--- src/rtl/bus_gen_arbiter_pkg.sv ---
// Shared definitions for the bus generator/arbiter: destination field width,
// broadcast ID and the two-state transaction FSM encoding.
package bus_gen_arbiter_pkg;

  localparam int ID_W = 8;
  localparam logic [ID_W-1:0] BCAST = 8'hFF;

  typedef enum logic {
    IDLE    = 1'b0,
    DELIVER = 1'b1
  } state_t;

  function automatic int idx_w(input int n);
    return (n > 1) ? $clog2(n) : 1;
  endfunction

endpackage

--- src/rtl/bus_gen_arbiter_rr_arbiter.sv ---
// Rotate-priority encoder: grants the first requester at or after ptr_i,
// wrapping past N-1 back to 0. Purely combinational.
module rr_arbiter
  import bus_gen_arbiter_pkg::*;
#(
  parameter int N  = 4,
  parameter int IW = idx_w(N)
) (
  input  logic [N-1:0]  req_i,
  input  logic [IW-1:0] ptr_i,
  input  logic          en_i,
  output logic [N-1:0]  gnt_onehot_o,
  output logic [IW-1:0] gnt_idx_o
);

  int            cand;
  logic [IW-1:0] cand_idx;
  logic          found;

  // Scan N candidates starting at the pointer; the first hit wins.
  always_comb begin
    gnt_onehot_o = '0;
    gnt_idx_o    = '0;
    found        = 1'b0;
    cand         = 0;
    cand_idx     = '0;
    for (int k = 0; k < N; k++) begin
      cand = int'(ptr_i) + k;
      if (cand >= N) begin
        cand = cand - N;
      end else begin
        cand = cand;
      end
      cand_idx = IW'(cand);
      if (en_i && !found && req_i[cand_idx]) begin
        found                  = 1'b1;
        gnt_onehot_o[cand_idx] = 1'b1;
        gnt_idx_o              = cand_idx;
      end else begin
        found = found;
      end
    end
  end

endmodule

--- src/rtl/bus_gen_arbiter.sv ---
// Shared-bus arbiter: pops one packet from a round-robin selected device,
// then delivers it unicast or broadcast on the next cycle.
module bus_gen_arbiter
  import bus_gen_arbiter_pkg::*;
#(
  parameter int              drvrs     = 4,
  parameter int              pckg_sz   = 16,
  parameter logic [ID_W-1:0] broadcast = BCAST
) (
  input  logic                            clk,
  input  logic                            reset,
  input  logic [drvrs-1:0]                pndng,
  input  logic [drvrs-1:0][pckg_sz-1:0]   D_pop,
  output logic [drvrs-1:0]                pop,
  output logic [drvrs-1:0]                push,
  output logic [drvrs-1:0][pckg_sz-1:0]   D_push
);

  localparam int IW = idx_w(drvrs);

  state_t                          state_q;
  logic [IW-1:0]                   ptr_q;
  logic [IW-1:0]                   src_q;
  logic [pckg_sz-1:0]              pkt_q;
  logic [drvrs-1:0]                pop_q;
  logic [drvrs-1:0]                push_q;
  logic [drvrs-1:0][pckg_sz-1:0]   dpush_q;

  logic [drvrs-1:0]                gnt_onehot;
  logic [IW-1:0]                   gnt_idx;
  logic [ID_W-1:0]                 dest;
  logic                            dest_ok;
  logic [drvrs-1:0]                src_oh;
  logic [drvrs-1:0]                dest_oh;
  logic [drvrs-1:0]                push_d;

  rr_arbiter #(.N(drvrs), .IW(IW)) u_arb (
    .req_i        (pndng),
    .ptr_i        (ptr_q),
    .en_i         (state_q == IDLE),
    .gnt_onehot_o (gnt_onehot),
    .gnt_idx_o    (gnt_idx)
  );

  assign dest    = pkt_q[pckg_sz-1 -: ID_W];
  assign dest_ok = ({{(32-ID_W){1'b0}}, dest} < drvrs);
  assign src_oh  = {{(drvrs-1){1'b0}}, 1'b1} << src_q;
  assign dest_oh = dest_ok ? ({{(drvrs-1){1'b0}}, 1'b1} << dest) : '0;

  // Broadcast reaches everyone but the source; unknown IDs are dropped.
  always_comb begin
    if (dest == broadcast) begin
      push_d = ~src_oh;
    end else begin
      push_d = dest_oh;
    end
  end

  always_ff @(posedge clk) begin
    if (reset) begin
      state_q <= IDLE;
      ptr_q   <= '0;
      src_q   <= '0;
      pkt_q   <= '0;
      pop_q   <= '0;
      push_q  <= '0;
      dpush_q <= '0;
    end else begin
      case (state_q)
        IDLE: begin
          push_q <= '0;
          if (|pndng) begin
            pop_q   <= gnt_onehot;
            pkt_q   <= D_pop[gnt_idx];
            src_q   <= gnt_idx;
            state_q <= DELIVER;
          end else begin
            pop_q <= '0;
          end
        end
        DELIVER: begin
          pop_q  <= '0;
          push_q <= push_d;
          for (int j = 0; j < drvrs; j++) begin
            dpush_q[j] <= pkt_q;
          end
          ptr_q   <= (src_q == IW'(drvrs - 1)) ? '0 : src_q + IW'(1);
          state_q <= IDLE;
        end
        default: begin
          pop_q   <= '0;
          push_q  <= '0;
          state_q <= IDLE;
        end
      endcase
    end
  end

  assign pop    = pop_q;
  assign push   = push_q;
  assign D_push = dpush_q;

endmodule

--- config.mk ---
export PLATFORM = sky130hd
export DESIGN_NAME = bus_gen_arbiter
export DESIGN_NICKNAME = d
export VERILOG_FILES = /design/src/rtl/bus_gen_arbiter_pkg.sv /design/src/rtl/bus_gen_arbiter_rr_arbiter.sv /design/src/rtl/bus_gen_arbiter.sv
export SDC_FILE = /design/constraint.sdc
export NUM_CORES = 1
export LEC_CHECK = 0
export CELL_PAD_IN_SITES_DETAIL_PLACEMENT = 0
export CELL_PAD_IN_SITES_GLOBAL_PLACEMENT = 1
export CORE_MARGIN = 5
export CORE_UTILIZATION = 30
export CTS_CLUSTER_SIZE = 40
export DETAILED_ROUTE_END_ITERATION = 8
export PLACE_DENSITY_LB_ADDON = 0.1
export SLEW_MARGIN = 20
export SYNTH_ARGS = -nofsm -noshare
export SYNTH_HDL_FRONTEND = slang
export SYNTH_SLANG_ARGS = --single-unit
--- constraint.sdc ---
create_clock -name clk -period 4 [get_ports clk]
set_input_delay 0.4 -clock clk [delete_from_list [all_inputs] [get_ports clk]]
set_output_delay 0.4 -clock clk [all_outputs]
set_load 0.02 [all_outputs]
After elaboration in Yosys (flattened, before gate mapping)
Cells that the tools add are included.
W data, S select, Z words.
{"block": "word_totals", "regBits": 45, "latchBits": 0, "ramBits": 0, "mem_bits_ro": 0, "inputBits": 70, "wordCells": 95, "n_memories": 0}
{"block": "op_classes", "add_sub_neg": 8, "mul": 0, "div": 0, "n_lt_le_gt_ge": 14, "n_eq_ne": 2, "n_shift": 2, "n_mux": 41, "bitwise_logic": 5, "reduce_logical": 16}
{"cell": "$bmux W16 S2", "count": 1}
{"cell": "$mux W4", "count": 7}
{"cell": "$mux W2", "count": 9}
{"cell": "$mux W16", "count": 1}
{"cell": "$pmux W4 S2", "count": 2}
{"cell": "$lt A2 B3 Y1 const B", "count": 5}
{"cell": "$mux W1", "count": 12}
{"cell": "$or A4 B4 Y4", "count": 3}
{"cell": "$logic_and A1 B1 Y1", "count": 11}
{"cell": "$ge A3 B3 Y1 const B", "count": 3}
{"cell": "$bmux W1 S2", "count": 4}
{"cell": "$demux W1 S2", "count": 4}
{"cell": "$eq A8 B8 Y1 const B", "count": 1}
{"cell": "$ge A2 B1 Y1 const B", "count": 4}
{"cell": "$lt A8 B3 Y1 const B", "count": 1}
{"cell": "$shl A1 B8 Y4 const A", "count": 1}
{"cell": "$sub A2 B1 Y2 const B", "count": 4}
{"cell": "$add A2 B2 Y3 const B", "count": 2}
{"cell": "$not A4 Y4", "count": 1}
{"cell": "$reduce_or A4 Y1", "count": 1}
{"cell": "$shl A1 B2 Y4 const A", "count": 1}
{"cell": "$add A2 B1 Y3 const B", "count": 1}
{"cell": "$ge A2 B3 Y1 const B", "count": 1}
{"cell": "$logic_not A1 Y1", "count": 3}
{"cell": "5 further kinds", "count": 5}

Depth between registers and ports, before layout
Gate-level depths: netlist (run 1).
{"block": "depth", "depth_word": 20, "mapped_depth": 12, "depth_no_buf": 8}

By module
A second synthesis (run 1) with hierarchy kept.
{"block": "unflattened", "hier_cells": 314, "hier_area_um2": 3213.1}
{"mod": "bus_gen_arbiter", "n_inst": 1, "cells_per_inst": 251, "area_per_inst_um2": 2681.3, "seq_area_each_um2": 900.9}
{"mod": "rr_arbiter", "n_inst": 1, "cells_per_inst": 63, "area_per_inst_um2": 531.8, "seq_area_each_um2": 0.0}

Least setup slack after synthesis (run 1)
No wires, ideal clock.
{"block": "synth_timing", "path_kind": "register -> register", "start": "reg ptr_q[0]", "end": "reg pkt_q[0]", "setup_time_ns": 0.079, "arrival_time_ns": 2.986, "t_required_ns": 3.921, "path_slack_ns": 0.936, "path_stages_with_launch": 13, "path_buffers": 4, "synth_period_minus_slack_ns": 3.064, "path_cell_list": "dfxtp_1 > buf_2 > inv_1 > ha_1 > buf_4 > mux2i_1 > or4_4 > a211oi_4 > mux2_2 > nand2b_4 > buf_6 > buf_12 > o221ai_2"}
{"block": "synth_between", "elab_chain_len": 20, "elab_cells_between_ends": 42}
{"item": "start, declared", "line_no": "bus_gen_arbiter.sv:22", "text": "logic [IW-1:0] ptr_q;"}
{"item": "start signal, assigned", "line_no": "bus_gen_arbiter.sv:87", "text": "ptr_q <= (src_q == IW'(drvrs - 1)) ? '0 : src_q + IW'(1);"}
{"item": "$ge A2 B3 Y1 or $sub A2 B1 Y2 (tied branches)", "line_no": "bus_gen_arbiter_rr_arbiter.sv:29, bus_gen_arbiter_rr_arbiter.sv:30"}
{"item": "$mux W2", "line_no": "bus_gen_arbiter_rr_arbiter.sv:29", "text": "if (cand >= N) begin"}
{"item": "$bmux W1 S2", "line_no": "bus_gen_arbiter_rr_arbiter.sv:35", "text": "if (en_i && !found && req_i[cand_idx]) begin"}
{"item": "$mux W1 (not written as such)", "line_no": "bus_gen_arbiter_rr_arbiter.sv:35"}
{"item": "$logic_and A1 B1 Y1", "line_no": "bus_gen_arbiter_rr_arbiter.sv:35"}
{"item": "$mux W1", "line_no": "bus_gen_arbiter_rr_arbiter.sv:35"}
{"item": "$logic_not A1 Y1", "line_no": "bus_gen_arbiter_rr_arbiter.sv:35"}
{"item": "$logic_and A1 B1 Y1 (2 in series)", "line_no": "bus_gen_arbiter_rr_arbiter.sv:35"}
{"item": "$mux W1", "line_no": "bus_gen_arbiter_rr_arbiter.sv:35"}
{"item": "$logic_not A1 Y1", "line_no": "bus_gen_arbiter_rr_arbiter.sv:35"}
{"item": "$logic_and A1 B1 Y1 (2 in series)", "line_no": "bus_gen_arbiter_rr_arbiter.sv:35"}
{"item": "$mux W1", "line_no": "bus_gen_arbiter_rr_arbiter.sv:35"}
{"item": "$logic_not A1 Y1", "line_no": "bus_gen_arbiter_rr_arbiter.sv:35"}
{"item": "$logic_and A1 B1 Y1 (2 in series)", "line_no": "bus_gen_arbiter_rr_arbiter.sv:35"}
{"item": "$mux W2 (*)", "line_no": "bus_gen_arbiter_rr_arbiter.sv:35"}
{"item": "$bmux W16 S2 (*)", "line_no": "bus_gen_arbiter.sv:74", "text": "pkt_q <= D_pop[gnt_idx];"}
{"item": "$mux W16 (not written as such) (*)", "line_no": "bus_gen_arbiter.sv:74"}
{"item": "end signal, assigned", "line_no": "bus_gen_arbiter.sv:74"}
{"item": "end, declared", "line_no": "bus_gen_arbiter.sv:24", "text": "logic [pckg_sz-1:0] pkt_q;"}
Every way passes the cells marked *; elsewhere a longest branch is shown, timed or not. The select of a mux whose other input is x is not followed.
A chain may end at the register's enable or synchronous reset.

Worst setup path after layout (run 1)
{"block": "layout_timing", "start": "reg ptr_q[1]", "end": "reg pkt_q[3]"}
The elaborated chain is that of the path after synthesis.

==> impl_results.md, run 1 <==
* Status: completed
* Worst-skew pair later-pin latency at just over 0.3 ns
* Starting density of the core at 0.304
* Pins Over Slew Limit at 0
* Postcts setup bufs at 0
* PortBufs at between 100 and 150
* Post-route setup TNS at 0 ns
* Die area at approximately 12,000 µm²
* Min-delay src: pkt_q[3]$_SDFFE_PP0P_
* Crit-path leading delay family: simple AND/OR/NAND/NOR gates
* WL/cell at between 15 and 20 µm
* WP data required at 4.18 ns
* Post-synth top flop: dfxtp_1
* Fmax at ~300 MHz
* RSZ-0062 raised after global routing: false
* Nets at 465
* Max Cap Violations at 0
* Post-DRT Antenna Nets at 0
* Largest net degree at the start of global routing at 39
* Post-synthesis sequential area ratio at 0.306
* Initial antenna violation count at 0
* DR vias/cell at roughly 4.7
* CTS clock-pin slew for the worst setup and hold paths at approximately 0.090 ns
* Setup crit start: ptr_q[1]$_SDFFE_PP0P_
* Overall routed net length at slightly above 8000 µm
* Pwr dens at approximately 320 nW/µm²
* Fillers at roughly 970
* GP Congestion at ~0.9
* Syn nets at 380
* Worst R2R Path Depth at 9
* Max_slew headroom at 0.301
* Slew @ Worst Pin at approximately 1.0 ns
* TritonCTS clock tree: built
* # hold bufs at CTS at 0
* Core area at just under 10,000 µm²
* WP buf/inv at 2
* CTS max path bufs at 2
* Kind of critical path: flop to flop
* Fin. Hold Viols at 0
* Fraction of registers with async set/reset at 0
* Synthesized cell area at 2950 µm²
* Ys Warns at 0
* Layout Skew at around 0.017 ns
* CTS-repair resized insts at 0
* Most common cell after layout, fill and taps aside: clkdlybuf4s50_1
* Slowest stage delay, CP at 0.56 ns
* DP HPWL at a little over 6000 µm
* Slowest CP cell: dfxtp_1
* CP Max Fanout at 10
* Most frequent cells in the layout: clkdlybuf4s50_1 (141), mux2i_1 (54), dfxtp_1 (45)
* Worst vdd rail ir drop at 148 µV
* Routed via count at about 2,500
* Startpoint Class: flop
* Final WS setup at ~0.67 ns
* Initial DRC count at 94
* H-tree depth at 2
* Worst hold path depth at 2
* Syn Inst Count at approximately 300
* Setup Slack @ Placement at 0.695 ns
* Final hold slack at between 0.5 and 0.6 ns
* Remaining DRCs at 0
* Die H at 109 µm
* # rows at 36
* Post-route clock period utilization at 0.832
* Area of the multi-input gates at 1540 µm²
* Sequential Area at 901 µm²
* Final setup vio count at 0
* First-pass GRT wire length at between 10,000 and 15,000 µm
* Hold crit path type: flop to flop
* All-Layer GR Usage at 0.133
* Vias in the first global route at around 2,500
* Tmin final at ~3.3 ns
* Area delta synth->final at 42.7%
* IO Pins at 142
* Root Buffer: clkbuf_8
* Static Leak at between 1.5 and 2 nW
* First-pass detailed-route iteration total at 4
* Layout cells sized above 1 at 0.0902
* Seq cells post-synth at 45
* EDFF count, synth at 0
* Worst Path Arrival at ~3.5 ns
* Reg2Reg Launch Point: ptr_q[1]$_SDFFE_PP0P_
* CP Capture Type: flop
* # diodes at 0
* Distinct cells, synth at 46
* Chip Width at approximately 110 µm
* Critical path depth at 9
* CTS sink count at 45
* Cell Chain, Critical Path: inv_1 > ha_1 > mux2i_1 > or4_4 > a211oi_4 > mux2_2 > nand2_1 > buf_4 > o221ai_1
* GRT overflow at 0
* Num CTS Buffers at 5
* Synth Area per Inst at approximately 9.8 µm²
-- path summary, 6_finish.rpt --
| kind | end | slack, ns |
|---|---|---|
| worst max register to register | pkt_q[3]$_SDFFE_PP0P_ | 0.67 |
| worst min register to register | pkt_q[3]$_SDFFE_PP0P_ | 0.52 |
| worst max-delay path | pkt_q[3]$_SDFFE_PP0P_ | 0.67 |
| worst min-delay path | pkt_q[3]$_SDFFE_PP0P_ | 0.52 |
-- synthesized netlist by cell type, types with 2 or more instances --
cell type  count  area (µm²)
mux2i_1       54         541
buf_4         51         383
dfxtp_1       45         901
nor2_1        28         105
nand3b_1      16         120
nand2_1       10        37.5
o221ai_2      10         150
a21oi_1        9        45.0
inv_1          9        33.8
ha_1           8         100
clkbuf_1       7        26.3
buf_2          6        30.0
o221ai_1       6        52.6
a222oi_1       4        40.0
buf_1          2        7.51
buf_6          2        22.5
mux2_2         2        22.5
mux4_2         2        45.0
nand4_1        2        12.5
nor3_1         2        10.0
o32a_1         2        20.0
-- routing by layer --
| layer | track usage | up-vias | wire length (µm) |
|---|---|---|---|
| li1 | - | 1208 | - |
| met1 | 0.178 | 1152 | 3630 |
| met2 | 0.211 | 98 | 3770 |
| met3 | 0.0326 | 4 | 584 |
| met4 | 0.0361 | 0 | 59 |
| met5 | 0 | - | 0 |
-- worst reg2reg max path: stages, from the launching register on --
cell      delay, ns
dfxtp_1        0.56
inv_1          0.14
ha_1           0.49
mux2i_1        0.14
or4_4          0.45
a211oi_4       0.35
mux2_2         0.41
nand2_1        0.29
buf_4          0.27
o221ai_1       0.12
-- metrics by stage --
step                       util  instances  cell area, µm²  power [mW]
after global routing      0.434        521            4210        1.43
after floorplan               -        302            2950       0.891
after CTS                 0.434        521            4210        1.38
after global placement    0.425        513            4110        1.07
final                     0.434        521            4210        1.36
after detailed placement  0.425        513            4110        1.07
-- state kept, by name (all words and copies together) (netlist names) --
name / cells
D_push: 16
state_q: 1
push: 4
src_q: 2
ptr_q: 2
pop: 4
pkt_q: 16
-- final cells by class --
class                      instances  area share
multi-input combinational        179       0.367
timing repair buffer             147       0.349
sequential                        45       0.214
tap                              133      0.0396
clock buffer                       5      0.0164
inverter                           9     0.00803
clock inverter                     3     0.00595
-- kinds of logic after synthesis --
logic type                 share of synthesized area
AOI/OAI and AO/OA                              0.141
adders and majority gates                     0.0340
buffers and inverters                          0.177
DFF                                            0.306
muxes                                          0.206
and+or+nand+nor                                0.136
-- power by group --
| part | internal, mW | switching [mW] |
|---|---|---|
| combinational | 0.267 | 0.240 |
| clock | 0.126 | 0.174 |
| sequential | 0.494 | 0.0542 |
Power figures use the tool's default switching activity.
==> run 2, diff against run 1 <==
==> constraint.sdc (replaced) <==
create_clock -name clk -period 3.25 [get_ports clk]
set_input_delay 0.325 -clock clk [delete_from_list [all_inputs] [get_ports clk]]
set_output_delay 0.325 -clock clk [all_outputs]
set_load 0.02 [all_outputs]
==> run 2 against run 1 <==
- combinational power grew 25%
- cell count up 1.3%
- final area up 1.5%
- sequential share of layout area shrank 0.31 points
- die area did not move
==> impl_results.md, run 2 (same netlist as run 1, synthesis figures left out) <==
* Status: completed
* Worst-skew pair later-pin latency at 0.30 ns (about the same)
* Internal Power at 1.19 mW (+34%)
* Die area at 11,900 µm² (unchanged)
* Routed via count at 2,499 (+1.5%)
* Hold crit path type: flop to flop
* Fin. Hold Viols at 0 (unchanged)
* Most common cell after layout, fill and taps aside: clkdlybuf4s50_1
* DP HPWL at 6330 µm (+3.6%)
* Area delta synth->final at 44.8%
* CTS max path bufs at 2 (unchanged)
* Overall routed net length at 8160 µm (+1.3%)
* Worst vdd rail ir drop at 270 µV (+83%)
* Core area at 9680 µm² (unchanged)
* Final hold slack at 0.517 ns (-0.000293 ns)
* WP data required at 3.44 ns (-0.74 ns)
* Clock share of power at 0.254 (+0.032)
* Pins Over Slew Limit at 0 (unchanged)
* Worst Path Arrival at 2.94 ns (-0.57 ns)
* Switch Pwr at 0.558 mW (+19%)
* Num CTS Buffers at 5 (unchanged)
* CTS-repair resized insts at 0 (unchanged)
* Layout Skew at 0.0105 ns (-0.00617 ns)
* Nets at 472 (+1.5%)
* Fmax at 363 MHz (+21%)
* Final WS setup at 0.494 ns (-0.176 ns)
* Postcts setup bufs at 0 (unchanged)
* DR vias/cell at 4.73 (+0.16%)
* Post-route setup TNS at 0 ns (unchanged)
* All-Layer GR Usage at 0.130 (-0.00215)
* Kind of critical path: flop to flop
* Final setup vio count at 0 (unchanged)
* Initial DRC count at 101 (+7.4%)
* Die H at 109 µm (unchanged)
* Startpoint Class: flop
* CTS clock-pin slew for the worst setup and hold paths at 0.09 ns (about the same)
* Post-DRT Antenna Nets at 0 (unchanged)
* GRT overflow at 0 (unchanged)
* Pwr dens at 410 nW/µm² (+27%)
* Root Buffer: clkbuf_8
* Starting density of the core at 0.304 (unchanged)
* WL/cell at 15.4 µm (about the same)
* CTS sink count at 45 (unchanged)
* H-tree depth at 2 (unchanged)
* # hold bufs at CTS at 0 (unchanged)
* Vias in the first global route at 2,501 (+0.28%)
* Max Cap Violations at 0 (unchanged)
* # diodes at 0 (unchanged)
* # rows at 36 (unchanged)
* IO Pins at 142 (unchanged)
* First-pass detailed-route iteration total at 7 (+3)
* Post-route clock period utilization at 0.848 (+0.0156)
* Largest net degree at the start of global routing at 38 (-2.6%)
* Layout cells sized above 1 at 0.104 (+0.0136)
* Sequential Power Share at 0.384 (-0.020)
* Setup Slack @ Placement at 0.287 ns (-0.408 ns)
* Tot Pwr at 1.75 mW (+29%)
* RSZ-0062 raised after global routing: false
* Initial antenna violation count at 0 (unchanged)
* CP Capture Type: flop
* TritonCTS clock tree: built
* Static Leak at 1.67 nW (+2.6%)
* PortBufs at 141 (unchanged)
* Combinational fraction of design power at 0.363 (-0.011)
* Remaining DRCs at 0 (unchanged)
* Reg-to-reg slack, setup at 0.49 ns (-0.18 ns)
* First-pass GRT wire length at 12,200 µm (-1.9%)
* Max_slew headroom at 0.436 (+0.134)
* Tmin final at 2.76 ns (-0.574 ns)
* Finished Core Util at 0.441 (+0.00646)
* Slew @ Worst Pin at 0.845 ns (-0.176 ns)
* Switch share at 0.319 (-0.0264)
* CP Max Fanout at 7 (-3)
* Most frequent cells in the layout: clkdlybuf4s50_1 (141), mux2i_1 (54), dfxtp_1 (45)
* GP Congestion at 0.760 (-14%)
* Chip Width at 109 µm (unchanged)
[run 2: cell count changes in the layout (fill, tap and decap cells not counted), sizes merged]
| cell | change |
|---|---|
| clkbuf | +2 |
| clkinvlp | -1 |
| bufinv | +1 |
| inv | -1 |
| clkinv | -1 |
| buf | +7 |
[run 2: path summary, 6_finish.rpt]
kind / depth (start not counted) / to / startpoint
setup / recovery: 9 / pkt_q[11]$_SDFFE_PP0P_ / ptr_q[1]$_SDFFE_PP0P_
hold / removal: 2 / D_push[52]$_SDFFE_PP0P_ / pkt_q[4]$_SDFFE_PP0P_
setup reg to reg: 9 / pkt_q[11]$_SDFFE_PP0P_ / ptr_q[1]$_SDFFE_PP0P_
hold reg to reg: 2 / D_push[52]$_SDFFE_PP0P_ / pkt_q[4]$_SDFFE_PP0P_
[run 2: metrics by stage]
stage / instance area (µm²) / std cells
6_report: 4270 / 528
5_1_grt: 4270 / 528
4_1_cts: 4270 / 528
3_5_place_dp: 4150 / 520
3_3_place_gp: 4150 / 520
2_1_floorplan: 2950 / 302
[run 2: critical path, cell delays in order (launching register included)]
cell and delay (ns):
dfxtp_1 0.33, inv_1 0.09, ha_1 0.32, mux2i_1 0.15, or4_4 0.44, a211oi_4 0.34, mux2_2 0.41, nand2_1 0.24
buf_4 0.23, o221ai_2 0.09
[run 2: final cells by class]
type,instances,area [µm²]
tap,133,166
timing repair buffer,154,1510
clock inverter,1,30.0
inverter,9,33.8
fill,953,5420
clock buffer,7,86.3
sequential,45,901
multi-input combinational,179,1540
[run 2: routing by layer]
layer  GRT usage  share of wire
met1       0.182           0.45
met2       0.203           0.46
met3      0.0337          0.076
met4      0.0271         0.0082
met5           0              0
[run 2: power groups by stage]
| stage | Sequential [mW] | Clock [mW] | Combinational [mW] |
|---|---|---|---|
| after floorplan | 0.681 | 0 | 0.416 |
| after global placement | 0.684 | 0 | 0.638 |
| after detailed placement | 0.685 | 0 | 0.643 |
| after CTS | 0.673 | 0.454 | 0.645 |
| after global routing | 0.683 | 0.478 | 0.681 |
| final | 0.672 | 0.444 | 0.635 |
